### src/rtl/mem_arb_pkg.sv
`default_nettype none
// ============================================================================
//  Module      : mem_arb_pkg
//  Description : Shared definitions for the instruction/data memory arbiter:
//                FSM state encoding, default timing parameters and a small
//                state-decode helper.
//  Revision    : 1.0  initial release
// ============================================================================
package mem_arb_pkg;

   // Cycles spent waiting for mem_done before an access is abandoned.
   localparam int c_TIMEOUT_DEFAULT  = 15;
   // Consecutive data grants tolerated while a fetch is waiting.
   localparam int c_FAIR_MAX_DEFAULT = 3;

   typedef enum logic [1:0] {
      ST_IDLE  = 2'd0,
      ST_IBUSY = 2'd1,
      ST_DBUSY = 2'd2,
      ST_RESP  = 2'd3
   } arbState_t;

   // True while an access is outstanding on the memory port.
   function automatic logic isBusy(input arbState_t state);
      return (state == ST_IBUSY) || (state == ST_DBUSY);
   endfunction

endpackage : mem_arb_pkg
`default_nettype wire

### src/rtl/arb_timer.sv
`default_nettype none
// ============================================================================
//  Module      : arb_timer
//  Description : Access watchdog. Counts cycles while enabled and flags the
//                cycle in which the TIMEOUT-th busy cycle completes.
//  Ports       : clk, rst     - clock / async active-high reset
//                clr          - restart count (asserted on access grant)
//                en           - count this cycle (access outstanding)
//                expired      - this is the last allowed busy cycle
//  Revision    : 1.0  initial release
// ============================================================================
module arb_timer
   import mem_arb_pkg::*;
#(
   parameter int TIMEOUT = c_TIMEOUT_DEFAULT
) (
   input  logic clk,
   input  logic rst,
   input  logic clr,
   input  logic en,
   output logic expired
);

   localparam int c_W = $clog2(TIMEOUT + 1);
   localparam logic [c_W-1:0] c_LAST = c_W'(TIMEOUT - 1);
   localparam logic [c_W-1:0] c_SAT  = c_W'(TIMEOUT);

   logic [c_W-1:0] r_cnt;

   always_ff @(posedge clk or posedge rst) begin
      if (rst) begin
         r_cnt <= '0;
      end else if (clr) begin
         r_cnt <= '0;
      end else if (en && (r_cnt != c_SAT)) begin
         r_cnt <= r_cnt + 1'b1;
      end
   end

   // The count reaches TIMEOUT on the edge that closes this cycle.
   assign expired = en & ~clr & (r_cnt == c_LAST);

endmodule : arb_timer
`default_nettype wire

### src/rtl/mem_arbiter.sv
`default_nettype none
// ============================================================================
//  Module      : mem_arbiter
//  Description : Arbitrates one shared memory port between an instruction
//                fetch requester and a data (load/store) requester. Data has
//                priority, bounded by a fairness counter so a waiting fetch
//                is served after FAIR_MAX consecutive data grants. Accesses
//                that never complete are aborted by a watchdog and recorded
//                in a sticky err flag.
//  Ports       : clk, rst                      - clock / async reset
//                if_req, if_addr               - fetch request
//                d_en, d_wr, d_addr, d_wdata   - data request
//                mem_rd, mem_wr, mem_addr,
//                mem_wdata                     - memory strobes / payload
//                mem_done, mem_rdata           - memory completion / data
//                if_done, if_rdata             - fetch response
//                d_done, d_rdata               - data response
//                if_stall, d_stall             - hold requester pipelines
//                err                           - sticky timeout flag
//  Revision    : 1.0  initial release
// ============================================================================
module mem_arbiter
   import mem_arb_pkg::*;
#(
   parameter int TIMEOUT  = c_TIMEOUT_DEFAULT,
   parameter int FAIR_MAX = c_FAIR_MAX_DEFAULT
) (
   input  logic        clk,
   input  logic        rst,
   input  logic        if_req,
   input  logic [15:0] if_addr,
   input  logic        d_en,
   input  logic        d_wr,
   input  logic [15:0] d_addr,
   input  logic [15:0] d_wdata,
   output logic        mem_rd,
   output logic        mem_wr,
   output logic [15:0] mem_addr,
   output logic [15:0] mem_wdata,
   input  logic        mem_done,
   input  logic [15:0] mem_rdata,
   output logic        if_done,
   output logic [15:0] if_rdata,
   output logic        d_done,
   output logic [15:0] d_rdata,
   output logic        if_stall,
   output logic        d_stall,
   output logic        err
);

   localparam int c_FW = $clog2(FAIR_MAX + 1);
   localparam logic [c_FW-1:0] c_FAIR_TOP = c_FW'(FAIR_MAX);

   arbState_t        r_state;
   logic [c_FW-1:0]  r_fairCnt;
   logic [15:0]      r_addr;
   logic [15:0]      r_wdata;
   logic             r_memRd;
   logic             r_memWr;
   logic             r_ifDone;
   logic             r_dDone;
   logic [15:0]      r_ifRdata;
   logic [15:0]      r_dRdata;
   logic             r_err;

   logic             w_inIdle;
   logic             w_grantFetch;
   logic             w_grantData;
   logic             w_timerClr;
   logic             w_timerEn;
   logic             w_expired;

   // Data normally wins; a waiting fetch takes over once data has had
   // FAIR_MAX back-to-back grants.
   assign w_inIdle     = (r_state == ST_IDLE);
   assign w_grantFetch = w_inIdle & if_req & ((r_fairCnt == c_FAIR_TOP) | ~d_en);
   assign w_grantData  = w_inIdle & d_en & ~w_grantFetch;

   assign w_timerClr   = w_grantFetch | w_grantData;
   assign w_timerEn    = isBusy(r_state);

   arb_timer #(
      .TIMEOUT (TIMEOUT)
   ) u_timer (
      .clk     (clk),
      .rst     (rst),
      .clr     (w_timerClr),
      .en      (w_timerEn),
      .expired (w_expired)
   );

   always_ff @(posedge clk or posedge rst) begin
      if (rst) begin
         r_state   <= ST_IDLE;
         r_fairCnt <= '0;
         r_addr    <= '0;
         r_wdata   <= '0;
         r_memRd   <= 1'b0;
         r_memWr   <= 1'b0;
         r_ifDone  <= 1'b0;
         r_dDone   <= 1'b0;
         r_ifRdata <= '0;
         r_dRdata  <= '0;
         r_err     <= 1'b0;
      end else begin
         r_ifDone <= 1'b0;
         r_dDone  <= 1'b0;
         case (r_state)
            ST_IDLE: begin
               if (w_grantFetch) begin
                  r_state   <= ST_IBUSY;
                  r_addr    <= if_addr;
                  r_wdata   <= '0;
                  r_memRd   <= 1'b1;
                  r_memWr   <= 1'b0;
                  r_fairCnt <= '0;
               end else if (w_grantData) begin
                  r_state <= ST_DBUSY;
                  r_addr  <= d_addr;
                  r_wdata <= d_wdata;
                  r_memRd <= ~d_wr;
                  r_memWr <= d_wr;
                  // Only data grants that bypass a waiting fetch count.
                  if (if_req && (r_fairCnt != c_FAIR_TOP)) begin
                     r_fairCnt <= r_fairCnt + 1'b1;
                  end
               end
            end

            ST_IBUSY, ST_DBUSY: begin
               // Completion is checked first so it beats a coincident timeout.
               if (mem_done) begin
                  r_state <= ST_RESP;
                  r_memRd <= 1'b0;
                  r_memWr <= 1'b0;
                  if (r_state == ST_IBUSY) begin
                     r_ifDone  <= 1'b1;
                     r_ifRdata <= mem_rdata;
                  end else begin
                     r_dDone  <= 1'b1;
                     r_dRdata <= mem_rdata;
                  end
               end else if (w_expired) begin
                  r_state <= ST_IDLE;
                  r_memRd <= 1'b0;
                  r_memWr <= 1'b0;
                  r_err   <= 1'b1;
               end
            end

            ST_RESP: begin
               r_state <= ST_IDLE;
            end

            default: begin
               r_state <= ST_IDLE;
               r_memRd <= 1'b0;
               r_memWr <= 1'b0;
            end
         endcase
      end
   end

   assign mem_rd    = r_memRd;
   assign mem_wr    = r_memWr;
   assign mem_addr  = r_addr;
   assign mem_wdata = r_wdata;
   assign if_done   = r_ifDone;
   assign if_rdata  = r_ifRdata;
   assign d_done    = r_dDone;
   assign d_rdata   = r_dRdata;
   assign err       = r_err;

   assign if_stall  = if_req & ~r_ifDone;
   assign d_stall   = d_en & ~r_dDone;

endmodule : mem_arbiter
`default_nettype wire

### config.mk
export PLATFORM = sky130hd
export DESIGN_NAME = mem_arbiter
export DESIGN_NICKNAME = d
export VERILOG_FILES = /design/src/rtl/mem_arb_pkg.sv /design/src/rtl/arb_timer.sv /design/src/rtl/mem_arbiter.sv
export SDC_FILE = /design/constraint.sdc
export NUM_CORES = 1
export LEC_CHECK = 0
export BUFFER_PORTS_ARGS = -buffer_cell sky130_fd_sc_hd__buf_2
export CORE_ASPECT_RATIO = 2
export CORE_UTILIZATION = 40
export DETAILED_ROUTE_END_ITERATION = 12
export MAX_ROUTING_LAYER = met4
export PLACE_DENSITY_LB_ADDON = 0.08
export SYNTH_ARGS = -nofsm -noshare
export SYNTH_HDL_FRONTEND = slang
export SYNTH_SLANG_ARGS = --single-unit
### constraint.sdc
create_clock -name clk -period 5.95 [get_ports clk]
set_input_delay 0.2975 -clock clk [delete_from_list [all_inputs] [get_ports clk]]
set_output_delay 0.2975 -clock clk [all_outputs]
set_load 0.02 [all_outputs]
==> flow_metrics.py, run 1 <==
metrics = {
    "clock_network": {
        "cts_resized": 0,
        "cts_inserted_buffers": 9,
        "clk_path_buf_depth": 2,
        "ctsHtreeMaxLevel": 3,
        "cts_hold_buf": 0,
        "clock-sinks": 77,
        "cts_tree": "yes",
        "clk_latency_ps": 330,
        "cts-root-buf": "clkbuf_16",
        "post_cts_buffers": 0,
        "clkTransAtPathRegs_ps": 60,
    },
    "worst_setup_path": {
        "r2r_setup_slack_ps": 3700,
        "worstPathMaxFanout": 17,
        "cp_common_cell": "nand2_1",
        "r2r_cells": 6,
        "endpoint_kind": "register",
        "cp.arrival_ps": 2490,
        "max_stage_delay_ps": 930,
        "r2r-end": "mem_addr[6]",
        "crit_chain": "inv_1 > ha_1 > nand2_1 > nor2b_1 > nand2_1 > a31oi_1",
        "cp.required_ps": 6190,
        "cpMaxStageDelayCell": "nor2b_1",
        "crit_path_start_kind": "register",
        "worstReg2RegStart": "r_state[1]",
        "crit_type": "reg2reg",
    },
    "floorplanning": {
        "start_util_pct": 42.0,
        "core_area_sq_mm": 0.00766,
        "die_w_um": 65.4,
        "die_h_um": 129,
        "io_pins": 141,
        "die_area_sq_mm": 0.00842,
        "row_count": 45,
    },
    "status": {
        "outcome": "finished clean",
    },
    "place": {
        "dp_hpwl_um": 5330,
        "place_ws_ps": 3660,
        "gp_congestion": 0.743,
        "port_buffers": 140,
    },
    "power": {
        "ir_worst_vdd_uv": 370,
        "power.leakage_nw": 2.23,
        "power_density_mw_per_mm2": 612,
    },
    "timing": {
        "final_max_slew_viol_count": 0,
        "tns_ps": 0,
        "grt_setup_unrepaired": "false",
        "finalHoldWorstSlack_ps": 191,
        "worst_pin_slew_ps": 1200,
        "fin_crit_ps": 2250,
        "setup_ws_ps": 3700,
        "maxSlewHeadroom_pct": 19.7,
        "hold_violations": 0,
        "skew_ps": 5.97,
        "max_freq_mhz": 444,
        "fin_crit_sh_pct": 37.9,
        "setup_viol_count_final": 0,
    },
    "detailed_routing": {
        "vias_per_cell": 5.05,
        "dr.pass1.iters": 4,
        "postRouteAntennaNets": 0,
        "drtIter0Drc": 140,
        "wl_per_cell_um": 14.7,
        "dr_total_vias": 2530,
        "drc_errors": 0,
        "wl_um": 7370,
    },
    "cells_and_area": {
        "final_core_util_pct": 56.0,
        "drive_above_1_share_pct": 47.4,
        "finalNetCount": 479,
        "num-fill-cells": 674,
        "n_antenna_cell": 0,
        "syn_to_final_growth_pct": 33.5,
    },
    "synthesis": {
        "synth_nets": 339,
        "synth_cells": 262,
        "async_flop_share_pct": 100,
        "yosysSeqAreaShare_pct": 60.0,
        "synth_top_area_share_pct": 60.0,
        "ys.flop_type": "dfrtp_1",
        "yosys_warnings": 0,
        "synth_area_leader_cell": "dfrtp_1",
        "synth_cell_types": 33,
        "ys_seq_elements": 77,
        "synth_common_cells": "77 x dfrtp_1, 39 x nand2_1, 24 x mux2_2",
        "syn_area_per_cell_sq_um": 12.3,
        "synth_edf_count": 0,
        "syn_area_sq_mm": 0.00321,
        "synth_most_common_cell": "dfrtp_1",
        "synth_area_leaders": "dfrtp_1 60%, mux2_2 8.4%, a22o_1 4.9%, nand2_1 4.6%, mux2_4 4.2%",
    },
    "min_path": {
        "whs_path_depth": 2,
        "min_path_type": "in2reg",
        "hold_start": "d_wdata[10]",
        "hold_end": "mem_wdata[10]",
    },
    "grt": {
        "overflow": 0,
        "track_usage_pct": 19.1,
        "grt_pass1_wl_um": 11800,
        "grt_pass1_vias": 2554,
        "antenna_found_initial": 0,
        "grt_max_degree": 78,
    },
    "job": {
        "cap_violations": 0,
    },
}
routing by layer:
metal	global-route usage, %	wire length (um)
met5	-	0
met4	8.06	111
met2	33.0	4010
met3	4.08	430
met1	20.5	2820
cells in the final DEF (no fill, tap or decap), types with 2 or more instances in the layout:
master / synthesis / final
a21oi_1: 7 / 7
nand3_1: 4 / 4
xor2_1: 2 / 2
ha_1: 7 / 7
nand2_1: 39 / 39
nor2b_1: 4 / 4
mux2_4: 9 / 9
clkinv_2: 0 / 3
buf_2: 6 / 140
nor2_1: 23 / 23
clkbuf_8: 0 / 2
a22o_1: 18 / 18
inv_1: 6 / 5
bufinv_16: 0 / 2
mux2_2: 24 / 24
a31oi_1: 16 / 16
clkbuf_16: 0 / 9
dfrtp_1: 77 / 77
buf_4: 1 / 2
worst max path at each step:
stage | startpoint | end | slack, ps | depth (start not counted)
after floorplan | rst | d_done | 3690 | 1
after global placement | r_state[0] | r_state[0] | 3720 | 6
after detailed placement | r_state[0] | mem_addr[6] | 3660 | 6
after CTS | r_state[0] | mem_addr[6] | 3650 | 6
after global routing | r_state[1] | mem_addr[11] | 3360 | 6
final | r_state[1] | mem_addr[6] | 3700 | 6
layout make-up:
type | instances | area, sq um | share of cell area (%)
multi-input cells | 166 | 1180 | 27.5
well taps | 94 | 118 | 2.74
flip-flops and latches | 77 | 1930 | 44.9
clock buffers | 12 | 256 | 5.98
repair buffers | 142 | 716 | 16.7
clock inverters | 4 | 70.1 | 1.63
inverters | 6 | 23.8 | 0.554
cell families (layout without fill, tap and decap cells):
family          after synthesis  count (layout)  synth area share, %
flops                        77              77                 60.0
simple gates                 77              77                 10.1
compound gates               46              46                 10.4
mux                          33              33                 12.6
buf+inv                      19             164                 3.35
fa+ha+maj                     7               7                 2.73
xor+xnor                      3               3                0.818
metrics by stage:
step	instances	instance area, sq um	power (mW)
3_3_place_gp	485	3960	2.03
6_report	501	4290	2.62
4_1_cts	501	4290	2.66
3_5_place_dp	485	3960	2.06
5_1_grt	501	4290	2.79
2_1_floorplan	262	3210	1.72
state kept, by name, summed over array words and instances, names as in the netlist:
name           count
d_done             1
u_timer.r_cnt      4
if_rdata          16
mem_addr          16
if_done            1
r_fairCnt          2
r_state            2
mem_wdata         16
mem_wr             1
err                1
mem_rd             1
d_rdata           16
worst max-delay path: cells and delay by family (launching register included):
kind                       cells  cell delay [ps]
and+or+nand+nor                3             1200
DFF                            1              390
adders and majority gates      1              260
AOI/OAI and AO/OA              1              210
buffers and inverters          1              110
power by group:
group          internal (mW)  switching [mW]
clock                  0.389           0.199
combinational          0.479           0.659
sequential             0.771           0.126
total                   1.64           0.985
Note: power is estimated with default switching activity, not from simulation.
==> run 2, diff against run 1 <==
Settings changed: ABC_AREA set to 1.
Clock period 5.95 ns to 2.03 ns, I/O delays scaled along.
==> run 2 against run 1 <==
  * Synthesized area rose by 5.4%
  * Register-to-register slack got worse by 3400 ps
  * Design area increased by 6.2%
  * Die area increased by 5.2%
  * Core utilization down 0.71 points
  * Sequential power increased to 2.9 times the previous value
  * Largest power group unchanged
==> flow_metrics.py, run 2 <==
metrics = {
    "clock_network": {
        "cts_tree": "yes",
        "ctsHtreeMaxLevel": 3,
        "cts_resized": 0,
        "clk_path_buf_depth": 2,
        "clk_latency_ps": 330,
        "clkTransAtPathRegs_ps": 60,
        "cts_inserted_buffers": 9,
        "cts-root-buf": "clkbuf_16",
        "clock-sinks": 77,
    },
    "worst_setup_path": {
        "max_stage_delay_ps": 410,
        "cpMaxStageDelayCell": "dfrtp_1",
        "cp_common_cell": "nand2_1",
        "r2r_setup_slack_ps": 320,
        "cp.required_ps": 2280,
        "crit_path_start_kind": "register",
        "endpoint_kind": "register",
        "crit_type": "reg2reg",
        "worstPathMaxFanout": 53,
        "crit_chain": "inv_1 > ha_1 > nand2_1 > inv_2 > nand2_4 > nand2_1 > nand2_1 > o21ai_1",
        "cp.arrival_ps": 1960,
    },
    "synthesis": {
        "synth_top_family_by_area": "simple AND/OR/NAND/NOR gates",
        "synth_top_area_share_pct": 56.9,
        "yosysSeqAreaShare_pct": 56.9,
        "synth-simple-area-share_pct": 23.7,
        "yosys_warnings": 0,
        "synth_cell_types": 20,
        "synth_xor_area_share_pct": 0.259,
        "synth_compound_area_share_pct": 8.24,
        "synth_area_leaders": "dfrtp_1 57%, nand2_1 16%, o21ai_0 5.5%, inv_1 5.4%, nand3_1 3.7%",
        "synth_most_common_cell": "nand2_1",
        "ys_seq_elements": 77,
        "synth_edf_count": 0,
        "synth_common_cells": "147 x nand2_1, 77 x dfrtp_1, 49 x inv_1",
        "syn_area_per_cell_sq_um": 8.28,
        "async_flop_share_pct": 100,
        "synth_cells": 409,
        "ys.flop_type": "dfrtp_1",
        "synth_area_leader_cell": "dfrtp_1",
        "yosys-mux-area-fraction_pct": 0.296,
        "synth-adder-area-share_pct": 2.59,
        "synth_nets": 486,
        "syn_area_sq_mm": 0.00339,
    },
    "grt": {
        "grt_max_degree": 54,
        "antenna_found_initial": 0,
        "grt_pass1_wl_um": 13100,
        "grt_pass1_vias": 2883,
        "track_usage_pct": 20.1,
        "overflow": 0,
    },
    "detailed_routing": {
        "postRouteAntennaNets": 0,
        "vias_per_cell": 4.60,
        "wl_um": 8090,
        "dr.pass1.iters": 4,
        "wl_per_cell_um": 12.3,
        "drc_errors": 0,
        "dr_total_vias": 3024,
        "drtIter0Drc": 204,
    },
    "timing": {
        "final_max_slew_viol_count": 0,
        "setup_viol_count_final": 0,
        "fin_crit_sh_pct": 84.1,
        "skew_ps": 5.88,
        "fin_crit_ps": 1710,
        "tns_ps": 0,
        "max_freq_mhz": 586,
        "maxSlewHeadroom_pct": 46.5,
        "worst_pin_slew_ps": 800,
        "hold_violations": 0,
        "grt_setup_unrepaired": "false",
    },
    "cells_and_area": {
        "final_common_cell": "nand2_1",
        "drive_above_1_share_pct": 29.6,
        "final_core_util_pct": 55.3,
        "syn_to_final_growth_pct": 34.5,
        "mostFrequentLayoutCells": "147 x nand2_1, 140 x buf_2, 77 x dfrtp_1",
        "n_antenna_cell": 0,
        "finalNetCount": 632,
    },
    "place": {
        "dp_hpwl_um": 5880,
        "gp_congestion": 0.831,
        "port_buffers": 140,
    },
    "power": {
        "power_density_mw_per_mm2": 1660,
        "ir_worst_vdd_uv": 898,
        "power.leakage_nw": 2.69,
    },
    "status": {
        "outcome": "finished clean",
    },
    "floorplanning": {
        "start_util_pct": 41.1,
        "io_pins": 141,
        "die_w_um": 67.1,
        "row_count": 47,
        "core_area_sq_mm": 0.00823,
        "die_area_sq_mm": 0.00886,
        "die_h_um": 132,
    },
    "min_path": {
        "min_path_type": "in2reg",
    },
    "job": {
        "cap_violations": 0,
    },
}
[run 2: cell count changes after synthesis, sizes merged, moves of 3 or more]
cell | before | now
a31oi | 16 | 0
a21oi | 7 | 1
nand3 | 5 | 25
nor2b | 4 | 0
mux2 | 33 | 0
nand2 | 39 | 148
o21ai | 1 | 51
clkbuf | 3 | 6
nor2 | 23 | 28
a22o | 18 | 0
inv | 6 | 50
[run 2: cell families after synthesis]
| logic type | count (synthesis) |
|---|---|
| AO/OA/AOI/OAI | 54 |
| XOR/XNOR | 1 |
| adder cells (fa/ha/maj) | 7 |
| AND/OR/NAND/NOR | 202 |
| multiplexers | 1 |
| buffers and inverters | 67 |
| flip-flops | 77 |
[run 2: timing repair]
item,4_1_cts,5_1_grt
setup buffers,0,0
hold buffers,5,0
hold endpoints to repair,39,0
[run 2: stage by stage]
stage / power, mW / setup slack, ps / hold WS (ps) / cell area (sq um) / cells
2_1_floorplan: 4.83 / 607 / 242 / 3390 / 409
3_3_place_gp: 5.90 / 413 / 291 / 4200 / 637
3_5_place_dp: 5.97 / 325 / 295 / 4200 / 637
4_1_cts: 7.68 / 320 / 3.24 / 4550 / 658
5_1_grt: 8.16 / 191 / 9.38 / 4550 / 658
6_report: 7.58 / 323 / 11.2 / 4550 / 658
[run 2: worst paths after layout]
check	startpoint	to	cells after the start
worst max-delay path	r_state[0]	mem_addr[4]	8
worst min-delay path	d_wdata[14]	mem_wdata[14]	3
worst max register to register	r_state[0]	mem_addr[4]	8
worst min register to register	mem_wdata[11]	mem_wdata[11]	2
max in group asynchronous	rst	mem_wdata[7]	4
min in group asynchronous	rst	err	3
[run 2: final cells by class]
| class | count | area, sq um |
|---|---|---|
| clock inverters | 5 | 75.1 |
| repair buffers | 152 | 816 |
| flip-flops and latches | 77 | 1930 |
| clock buffers | 11 | 233 |
| inverters | 50 | 191 |
| multi-input cells | 265 | 1190 |
| fillers | 791 | 3680 |
| well taps | 98 | 123 |
[run 2: layer usage]
metal	track usage [%]	vias up	wire length [um]
li1	-	1546	-
met1	21.5	1359	3190
met2	33.7	102	4180
met3	4.15	17	483
met4	10.0	0	231
met5	-	-	0
[run 2: power breakdown]
group          internal [mW]  switching (mW)
combinational           1.08            2.20
sequential              2.26           0.371
clock                   1.07           0.597
[run 2: worst max-delay path: cells and delay by family (launching register included)]
family	cells	cell delay, ps
flops	1	410
simple gates	4	610
compound gates	1	150
fa+ha+maj	1	230
buf+inv	2	210
==> run 3, diff against run 2 <==
Settings changed: ABC_AREA 1 to 0.
Clock period 2.03 ns to 1.6 ns, I/O delays scaled along.
==> run 3 against run 2 <==
  * Clock-buffer cell count grew 1
  * Setup slack got worse by 290 ps
  * Global-route usage is 0.58 points higher
  * Core utilization is 9.5 points higher
  * Sequential power grew 27%
  * Largest cell class unchanged
  * Largest power group unchanged
==> flow_metrics.py, run 3 (same netlist as run 1, synthesis figures left out) <==
metrics = {
    "status": {
        "outcome": "finished clean",
    },
    "place": {
        "dp_hpwl_um": 5600,
        "placed_area_sq_mm": 0.00415,
        "gp_congestion": 0.757,
        "place_ws_ps": -38.3,
        "dp_cells": 497,
        "port_buffers": 140,
    },
    "grt": {
        "grt_pass1_wl_um": 12600,
        "grt_max_degree": 37,
        "track_usage_pct": 20.7,
        "grt_pass1_vias": 2752,
        "antenna_found_initial": 0,
        "overflow": 0,
    },
    "clock_network": {
        "cts_inserted_buffers": 9,
        "clk_latency_ps": 330,
        "clock-sinks": 77,
        "cts_tree": "yes",
        "ctsHtreeMaxLevel": 3,
        "cts-root-buf": "clkbuf_16",
        "clk_path_buf_depth": 2,
        "clkTransAtPathRegs_ps": 50,
    },
    "timing": {
        "finalHoldWorstSlack_ps": 4.45,
        "fin_crit_sh_pct": 98.2,
        "skew_ps": 5.40,
        "final_max_slew_viol_count": 0,
        "hold_violations": 0,
        "worst_pin_slew_ps": 407,
        "tns_ps": 0,
        "grt_setup_unrepaired": "true",
        "setup_viol_count_final": 0,
        "maxSlewHeadroom_pct": 72.8,
        "max_freq_mhz": 636,
        "fin_crit_ps": 1570,
        "setup_ws_ps": 28.1,
    },
    "cells_and_area": {
        "regArea_sq_mm": 0.00193,
        "drive_above_1_share_pct": 46.7,
        "final_core_util_pct": 64.8,
        "finalNetCount": 541,
        "postLayoutCellArea_sq_mm": 0.00496,
        "multiInputGateArea_sq_mm": 0.00121,
        "final_common_cell": "buf_2",
        "stdcell_count": 563,
        "mostFrequentLayoutCells": "140 x buf_2, 77 x dfrtp_1, 43 x dlygate4sd3_1",
        "n_antenna_cell": 0,
        "syn_to_final_growth_pct": 54.4,
        "num-fill-cells": 654,
    },
    "worst_setup_path": {
        "cp_num_cells": 6,
        "r2r-end": "d_rdata[15]",
        "max_stage_delay_ps": 370,
        "crit_chain": "inv_2 > ha_4 > nand2_2 > or2_4 > buf_12 > mux2_4",
        "r2r_setup_slack_ps": 30,
        "worstReg2RegStart": "r_state[0]",
        "r2r_cells": 6,
        "crit_path_end": "d_rdata[15]",
        "crit_path_start_kind": "register",
        "critPathTopFamily": "flip-flops",
        "crit_type": "reg2reg",
        "cp.required_ps": 1810,
        "startpoint": "r_state[0]",
        "worstPathMaxFanout": 9,
        "path_buf_inv": 2,
        "cp.arrival_ps": 1790,
        "endpoint_kind": "register",
        "cpMaxStageDelayCell": "dfrtp_1",
    },
    "floorplanning": {
        "row_count": 45,
        "start_util_pct": 42.0,
        "die_h_um": 129,
        "die_w_um": 65.4,
        "io_pins": 141,
        "core_area_sq_mm": 0.00766,
        "die_area_sq_mm": 0.00842,
    },
    "min_path": {
        "min_path_type": "in2reg",
    },
    "power": {
        "ir_worst_vdd_uv": 1180,
        "power_density_mw_per_mm2": 2060,
        "totalPowerFinal_mw": 10.2,
        "power.leakage_nw": 2.52,
    },
    "detailed_routing": {
        "postRouteAntennaNets": 0,
        "drc_errors": 0,
        "wl_per_cell_um": 14.3,
        "drtIter0Drc": 95,
        "vias_per_cell": 4.82,
        "wl_um": 8050,
        "dr.pass1.iters": 4,
        "dr_total_vias": 2713,
    },
    "job": {
        "cap_violations": 0,
    },
}
## run 3: tightest hold or removal path: stages
cell and delay [ps]:
buf_2 90, nand2_1 50, a31oi_1 70
## run 3: how the worst min path moves through the flow
stage | cells past startpoint | endpoint | start | slack, ps
4_1_cts | 3 | mem_addr[11] | if_addr[11] | 0.3
3_3_place_gp | 2 | d_rdata[1] | rst | 100
2_1_floorplan | 1 | mem_wdata[0] | d_wdata[0] | 210
3_5_place_dp | 2 | d_rdata[3] | rst | 100
5_1_grt | 3 | mem_addr[8] | if_addr[8] | 5
6_report | 3 | mem_addr[8] | if_addr[8] | 4
## run 3: layout make-up
| type | instances | share of cell area (%) |
|---|---|---|
| multi-input cells | 166 | 24.4 |
| clock inverters | 4 | 0.958 |
| well taps | 94 | 2.37 |
| inverters | 6 | 0.530 |
| repair buffers | 204 | 28.0 |
| clock buffers | 12 | 4.97 |
| flip-flops and latches | 77 | 38.8 |
## run 3: metal layers
layer  GRT usage [%]  vias to the layer above  routed length (um)
li1                -                     1313                   -
met1            21.9                     1293                3150
met2            36.4                       96                4320
met3            3.99                       11                 419
met4            8.82                        0                 152
met5               -                        -                   0
## run 3: what timing repair did
| action | in CTS | in global routing |
|---|---|---|
| pin swaps | 3 | 1 |
| gates resized for setup | 3 | 5 |
| buffers inserted | 4 | 2 |
| hold buffers | 43 | 0 |
| endpoints found under the hold margin | 60 | 0 |
| gates cloned | 1 | 0 |
| setup endpoints to repair | 16 | 33 |
## run 3: where the power goes
group,leakage [nW],switching [mW],internal [mW]
logic,1.45,2.63,2.27
registers,0.929,0.461,2.87
clock network,0.143,0.746,1.24
total,2.52,3.84,6.38
